### src/rtl/bit_scan_sequencer.sv
// Walks a latched 16-bit operand through the external bit tester one bit per cycle,
// producing a find-first index and a match count for the write-back path.
module bit_scan_sequencer #(
  parameter int WIDTH    = 16,
  parameter int LAST_BIT = 15
) (
  input  logic             clk,
  input  logic             reset,
  input  logic             START,
  input  logic [WIDTH-1:0] A_IN,
  input  logic             MODE,
  input  logic             POL,
  output logic [WIDTH-1:0] A_OUT,
  output logic [3:0]       BS,
  input  logic             F,
  output logic             BUSY,
  output logic             DONE,
  output logic             FOUND,
  output logic [3:0]       IDX,
  output logic [4:0]       CNT,
  output logic [1:0]       state_dbg
);

  // Handshake: START is a one-cycle request with no ready signal. It is taken only
  // while BUSY and DONE are both low (IDLE); requests in any other cycle are dropped.
  typedef enum logic [1:0] {
    IDLE = 2'd0,
    SCAN = 2'd1,
    FIN  = 2'd2
  } state_t;

  localparam logic [3:0] LAST_BS = 4'(LAST_BIT);

  state_t           state_q, state_n;
  logic [WIDTH-1:0] a_q, a_n;
  logic [3:0]       bs_q, bs_n;
  logic             mode_q, mode_n;
  logic             pol_q, pol_n;
  logic             found_q, found_n;
  logic [3:0]       idx_q, idx_n;
  logic [4:0]       cnt_q, cnt_n;
  logic             hit;

  always_ff @(posedge clk or posedge reset) begin
    if (reset) begin
      state_q <= IDLE;
      a_q     <= '0;
      bs_q    <= '0;
      mode_q  <= 1'b0;
      pol_q   <= 1'b0;
      found_q <= 1'b0;
      idx_q   <= '0;
      cnt_q   <= '0;
    end else begin
      state_q <= state_n;
      a_q     <= a_n;
      bs_q    <= bs_n;
      mode_q  <= mode_n;
      pol_q   <= pol_n;
      found_q <= found_n;
      idx_q   <= idx_n;
      cnt_q   <= cnt_n;
    end
  end

  assign hit = (F == pol_q);

  always_comb begin
    state_n = state_q;
    a_n     = a_q;
    bs_n    = bs_q;
    mode_n  = mode_q;
    pol_n   = pol_q;
    found_n = found_q;
    idx_n   = idx_q;
    cnt_n   = cnt_q;
    case (state_q)
      IDLE: begin
        bs_n = '0;
        if (START) begin
          a_n     = A_IN;
          mode_n  = MODE;
          pol_n   = POL;
          found_n = 1'b0;
          idx_n   = '0;
          cnt_n   = '0;
          state_n = SCAN;
        end
      end
      SCAN: begin
        if (hit) begin
          cnt_n = cnt_q + 5'd1;
          if (!found_q) begin
            idx_n   = bs_q;
            found_n = 1'b1;
          end
        end
        // BS freezes on the terminating bit so it never wraps past the last index.
        if (!mode_q && hit) begin
          state_n = FIN;
        end else if (bs_q == LAST_BS) begin
          state_n = FIN;
        end else begin
          bs_n = bs_q + 4'd1;
        end
      end
      FIN: begin
        state_n = IDLE;
        bs_n    = '0;
      end
      default: begin
        state_n = IDLE;
      end
    endcase
  end

  assign A_OUT     = a_q;
  assign BS        = bs_q;
  assign BUSY      = (state_q == SCAN);
  assign DONE      = (state_q == FIN);
  assign FOUND     = found_q;
  assign IDX       = idx_q;
  assign CNT       = cnt_q;
  assign state_dbg = state_q;

endmodule

### config.mk
export PLATFORM = sky130hd
export DESIGN_NAME = bit_scan_sequencer
export DESIGN_NICKNAME = d
export VERILOG_FILES = /design/src/rtl/bit_scan_sequencer.sv
export SDC_FILE = /design/constraint.sdc
export NUM_CORES = 1
export LEC_CHECK = 0
export CORE_ASPECT_RATIO = 0.6
export CORE_MARGIN = 2
export CORE_UTILIZATION = 29
export CTS_CLUSTER_DIAMETER = 50
export DETAILED_ROUTE_END_ITERATION = 8
export PLACE_DENSITY = 0.66
export SETUP_SLACK_MARGIN = 0.15
export SYNTH_ARGS = -nofsm -noshare
export SYNTH_HDL_FRONTEND = slang
export SYNTH_SLANG_ARGS = --single-unit
### constraint.sdc
create_clock -name clk -period 1.6 [get_ports clk]
set_input_delay 0.32 -clock clk [delete_from_list [all_inputs] [get_ports clk]]
set_output_delay 0.32 -clock clk [all_outputs]
set_load 0.01 [all_outputs]
**Word level (Yosys, flattened, before mapping)**

Index checks and enable logic that the tools add are counted.

- Bits in registers: 34
- Input port bits: 22
- Output and inout port bits: 34
- Logic and storage cells: 48

- Add/subtract/negate cells: 2
- Eq/ne operators: 10
- Multiplexer cells: 17
- Reduce and logical (&&, ||, !) cells: 11

Operator list:

| kind | count |
|---|---|
| 4-bit two-way mux | 5 |
| 4-bit case mux with 2 select lines | 2 |
| 5-bit two-way mux | 2 |
| 5-bit case mux with 2 select lines | 1 |
| 2-bit != test (second input constant) | 4 |
| 2-bit two-way mux | 3 |
| 3-bit AND reduction | 2 |
| 5-bit by 1-bit adder with 5-bit output (second input constant) | 1 |
| 4-bit by 1-bit adder with 4-bit output (second input constant) | 1 |
| 4-bit equality test (second input constant) | 1 |
| 2-bit case mux with 2 select lines | 1 |
| 2-bit AND reduction | 2 |
| 4-bit AND reduction | 1 |
| 2-bit nonzero test | 2 |
| 3-bit by 1-bit != test with 1-bit output (second input constant) | 1 |
| 2-bit by 1-bit equality test with 1-bit output (second input constant) | 1 |
| 2-bit equality test (second input constant) | 1 |
| 2-bit logical NOT | 1 |
| 1-bit two-way mux | 2 |
| 2-bit by 1-bit != test with 1-bit output (second input constant) | 1 |
| 1-bit case mux with 2 select lines | 1 |
| 2-bit OR reduction | 1 |
| 1-bit equality test | 1 |
| 1-bit logical AND | 1 |
| 1-bit logical NOT | 1 |

**Depth between registers and ports, before layout**

- Word-level depth: 4
- Mapped depth: 5
- Gate-level depth less buffers: 4

**Least setup slack after synthesis**

OpenSTA, ideal clock, no wires.

- Kind: register to register
- Start point: register state_q[1], in the netlist state_dbg[1]
- End point: register a_q[10], in the netlist A_OUT[10]
- Library setup time: 0.125 ns
- Arrival: 1.297 ns
- Required time: 1.475 ns
- Slack: 0.178 ns
- Cell stages (with the launch flop): 5
- Buffers on the path: 2
- Clock period less this slack: 1.422 ns
- Path through: dfrtp_1 > buf_2 > nor3b_2 > buf_4 > mux2_2

- Word-level cells in the longest chain between the ends: 2

RTL lines:

| item | line | text |
|---|---|---|
| from (decl) | 34 | `state_t state_q, state_n;` |
| from (signal assigned) | 55 | `state_q <= state_n;` |
| 2-bit logical NOT | 77 | `case (state_q)` |
| 2-bit AND reduction (no source line) | - |  |
| to (signal assigned) | 56 | `a_q <= a_n;` |
| to (decl) | 35 | `logic [WIDTH-1:0] a_q, a_n;` |

No other way between the ends.
A chain may end at the register's enable or synchronous reset.

**Worst setup path after layout**

- Start point: register state_q[1], in the netlist state_dbg[1]
- End point: register a_q[14], in the netlist A_OUT[14]

The elaborated chain is that of the path after synthesis.

==> flow_metrics.env <==
export IMPL_outcome="finished, final reports clean"
export IMPL_syn_num_nets=153
export IMPL_synth_compound_area_share_pct=9.61
export IMPL_initial_core_util_pct=30.5
export IMPL_final_util_pct=51.1
export IMPL_relSlewSlack_pct=78.8
export IMPL_total_power_uw=4700
export IMPL_grt_max_degree=35
export IMPL_fin_cells=282
export IMPL_synth_edff_count=0
export IMPL_routed_wl_um=3880
export IMPL_dr_pass1_iters=4
export IMPL_drtAntennaViolNets=0
export IMPL_cp_required_ns=1.77
export IMPL_yosys_area_share_simple_pct=13.9
export IMPL_max_cap_viol_count=0
export IMPL_rsz0062_at_grt="true"
export IMPL_cp_arrival_ns=1.65
export IMPL_place_gp_congestion=0.808
export IMPL_yosys_area_top_type="dfrtp_1"
export IMPL_yosys_register_bits=34
export IMPL_wl_per_cell_um=13.8
export IMPL_avgSynthCellArea_um2=12.1
export IMPL_dpl_hpwl_um=2600
export IMPL_post_route_period_util_pct=92.5
export IMPL_ys_types=34
export IMPL_synth_top_family_by_area="multiplexers"
export IMPL_cts_max_level=2
export IMPL_cts_buffers=5
export IMPL_diodes=0
export IMPL_synthXorXnorAreaFrac_pct=2.72
export IMPL_via_per_inst=4.57
export IMPL_synth_top_cell_area_share_pct=54.4
export IMPL_worst_setup_path_start_kind="register"
export IMPL_track_usage_pct=13.9
export IMPL_vias=1288
export IMPL_clock_skew_ns=0.00499
export IMPL_place_ws_ns=-0.172
export IMPL_rows=20
export IMPL_min_period_ns=1.48
export IMPL_die_h_um=60.9
export IMPL_setup_viol=0
export IMPL_drc_errors=0
export IMPL_insertion_delay_ns=0.28
export IMPL_finalSetupTns_ns=0
export IMPL_floorplan_io_pins=56
export IMPL_ys_warn_count=0
export IMPL_cts_sinks=34
export IMPL_drt_first_iter_violations=47
export IMPL_peakVddDrop_mv=0.793
export IMPL_max_slew_worst_pin_slew_ns=0.318
export IMPL_grt_pass1_wl_um=6300
export IMPL_synth_main_ff_cell="dfrtp_1"
export IMPL_cts_buffer_depth=2
export IMPL_placeableCoreArea_mm2=0.00513
export IMPL_synth_area_mm2=0.00156
export IMPL_p_leak_uw=0.00127
export IMPL_die_x_um=98.8
export IMPL_portBuffers=55
export IMPL_dp_cells=259
export IMPL_fin_nets=239
export IMPL_drive_gt1_share_pct=33.8
export IMPL_finalHoldViolations=0
export IMPL_setup_ws_ns=0.121
export IMPL_syn2layout_area_growth_pct=67.7
export IMPL_end_kind="register"
export IMPL_antenna_found_initial=0
export IMPL_synthMuxAreaShare_pct=14.8
export IMPL_cts_tree="yes"
export IMPL_synth_fa_ha_area_share_pct=1.60
export IMPL_fmax_mhz=676
export IMPL_ys_top_cells_by_area="dfrtp_1 54%, mux2_2 12%, nand2_1 4.1%, nand2b_1 2.8%, mux2i_1 2.6%"
export IMPL_hold_path_class="input port to asynchronous set/reset pin"
export IMPL_overflow=0
export IMPL_postSynthCellCount=129
export IMPL_yosysSeqAreaShare_pct=54.4
export IMPL_cts_root_buf="clkbuf_8"
export IMPL_clkTransAtPathRegs_ns=0.07
export IMPL_slew_violations=0
export IMPL_dieArea_mm2=0.00601
export IMPL_power_density_mw_per_mm2=1790
export IMPL_async_reset_ff_share_pct=100
export IMPL_first_global_vias=1258
export IMPL_worstSetupPathType="register to register"
export IMPL_cp_max_fo=5
[layer usage]
metal / track usage, % / vias to the layer above / share of wire [%]
met5: 0 / - / 0
met4: 4.70 / 0 / 0.90
met3: 6.34 / 5 / 9.2
met2: 18.4 / 57 / 38
met1: 19.9 / 600 / 52
li1: - / 626 / -
[worst max-delay path, cell delays in order, from the launching register on]
cell	delay (ns)
dfrtp_1	0.41
buf_6	0.14
nor3b_4	0.23
buf_6	0.15
clkbuf_16	0.14
mux2_4	0.29
[timing repair]
| item | 4_1_cts | 5_1_grt |
|---|---|---|
| setup endpoints to repair | 54 | 33 |
| hold endpoints to repair | 0 | 0 |
| setup buffers | 11 | 2 |
| hold buffers | 0 | 0 |
| gates resized for setup | 49 | 36 |
| gates cloned | 1 | 1 |
| pin swaps | 0 | 5 |
[per-stage QoR]
| stage | instance area [um2] | hold slack [ns] |
|---|---|---|
| 6_report | 2620 | 0.379 |
| 5_1_grt | 2620 | 0.394 |
| 4_1_cts | 2480 | 0.380 |
| 3_5_place_dp | 2290 | 0.453 |
| 3_3_place_gp | 2290 | 0.443 |
| 2_1_floorplan | 1560 | 0.437 |
[cell type report]
type / count / area [um2]
Clock buffer: 7 / 86.3
Inverter: 6 / 23.8
Tap cell: 66 / 82.6
Timing Repair Buffer: 83 / 796
Sequential cell: 34 / 855
Clock inverter: 1 / 5.00
Multi-Input combinational cell: 85 / 773
Fill cell: 475 / 2510
[worst paths after layout]
path	start	to	slack, ns	cells past startpoint
max in group asynchronous	reset	state_dbg[0]	1.03	3
min in group clk	mode_q	state_dbg[1]	0.46	1
hold / removal	reset	A_OUT[0]	0.38	3
hold reg to reg	mode_q	state_dbg[1]	0.46	1
setup / recovery	state_dbg[1]	A_OUT[14]	0.12	5
setup reg to reg	state_dbg[1]	A_OUT[14]	0.12	5
[state kept, by name (all words and copies together) (netlist names)]
| name | count |
|---|---|
| A_OUT | 16 |
| mode_q | 1 |
| CNT | 5 |
| pol_q | 1 |
| IDX | 4 |
| state_dbg | 2 |
| FOUND | 1 |
| BS | 4 |
[cells by family after synthesis]
logic type,count (synthesis)
adders and majority gates,2
muxes,21
AOI/OAI and AO/OA,19
and+or+nand+nor,39
buffers and inverters,10
xor gates and xnor gates,4
DFF,34
[cell usage in the layout (no fill, tap or decap), types with 3 or more instances in the layout]
cell type	count
buf_4	18
buf_6	7
clkbuf_8	6
clkdlybuf4s50_1	19
dfrtp_1	31
dfrtp_2	3
dlygate4sd2_1	31
inv_1	5
mux2_4	17
mux2i_1	4
nand2_1	17
nand2b_1	6
nand4b_1	4
o211ai_1	4
[cells in the mapped netlist (2+ instances only)]
library cell  count
dfrtp_1          34
mux2_2           17
nand2_1          17
nand2b_1          7
inv_1             5
mux2i_1           4
nand4b_1          4
o211ai_1          4
o21ai_0           3
xor2_1            3
a211oi_2          2
a21o_1            2
and3_1            2
buf_4             2
ha_1              2
nand3_1           2
o2bb2ai_1         2
[power breakdown]
part	switching (uW)	leakage [uW]	internal, uW
logic	1080	0.000797	1510
registers	239	0.000422	1210
clock network	310	0.0000482	347
total	1630	0.00127	3070
No activity file was read; power rests on OpenSTA's default activity.
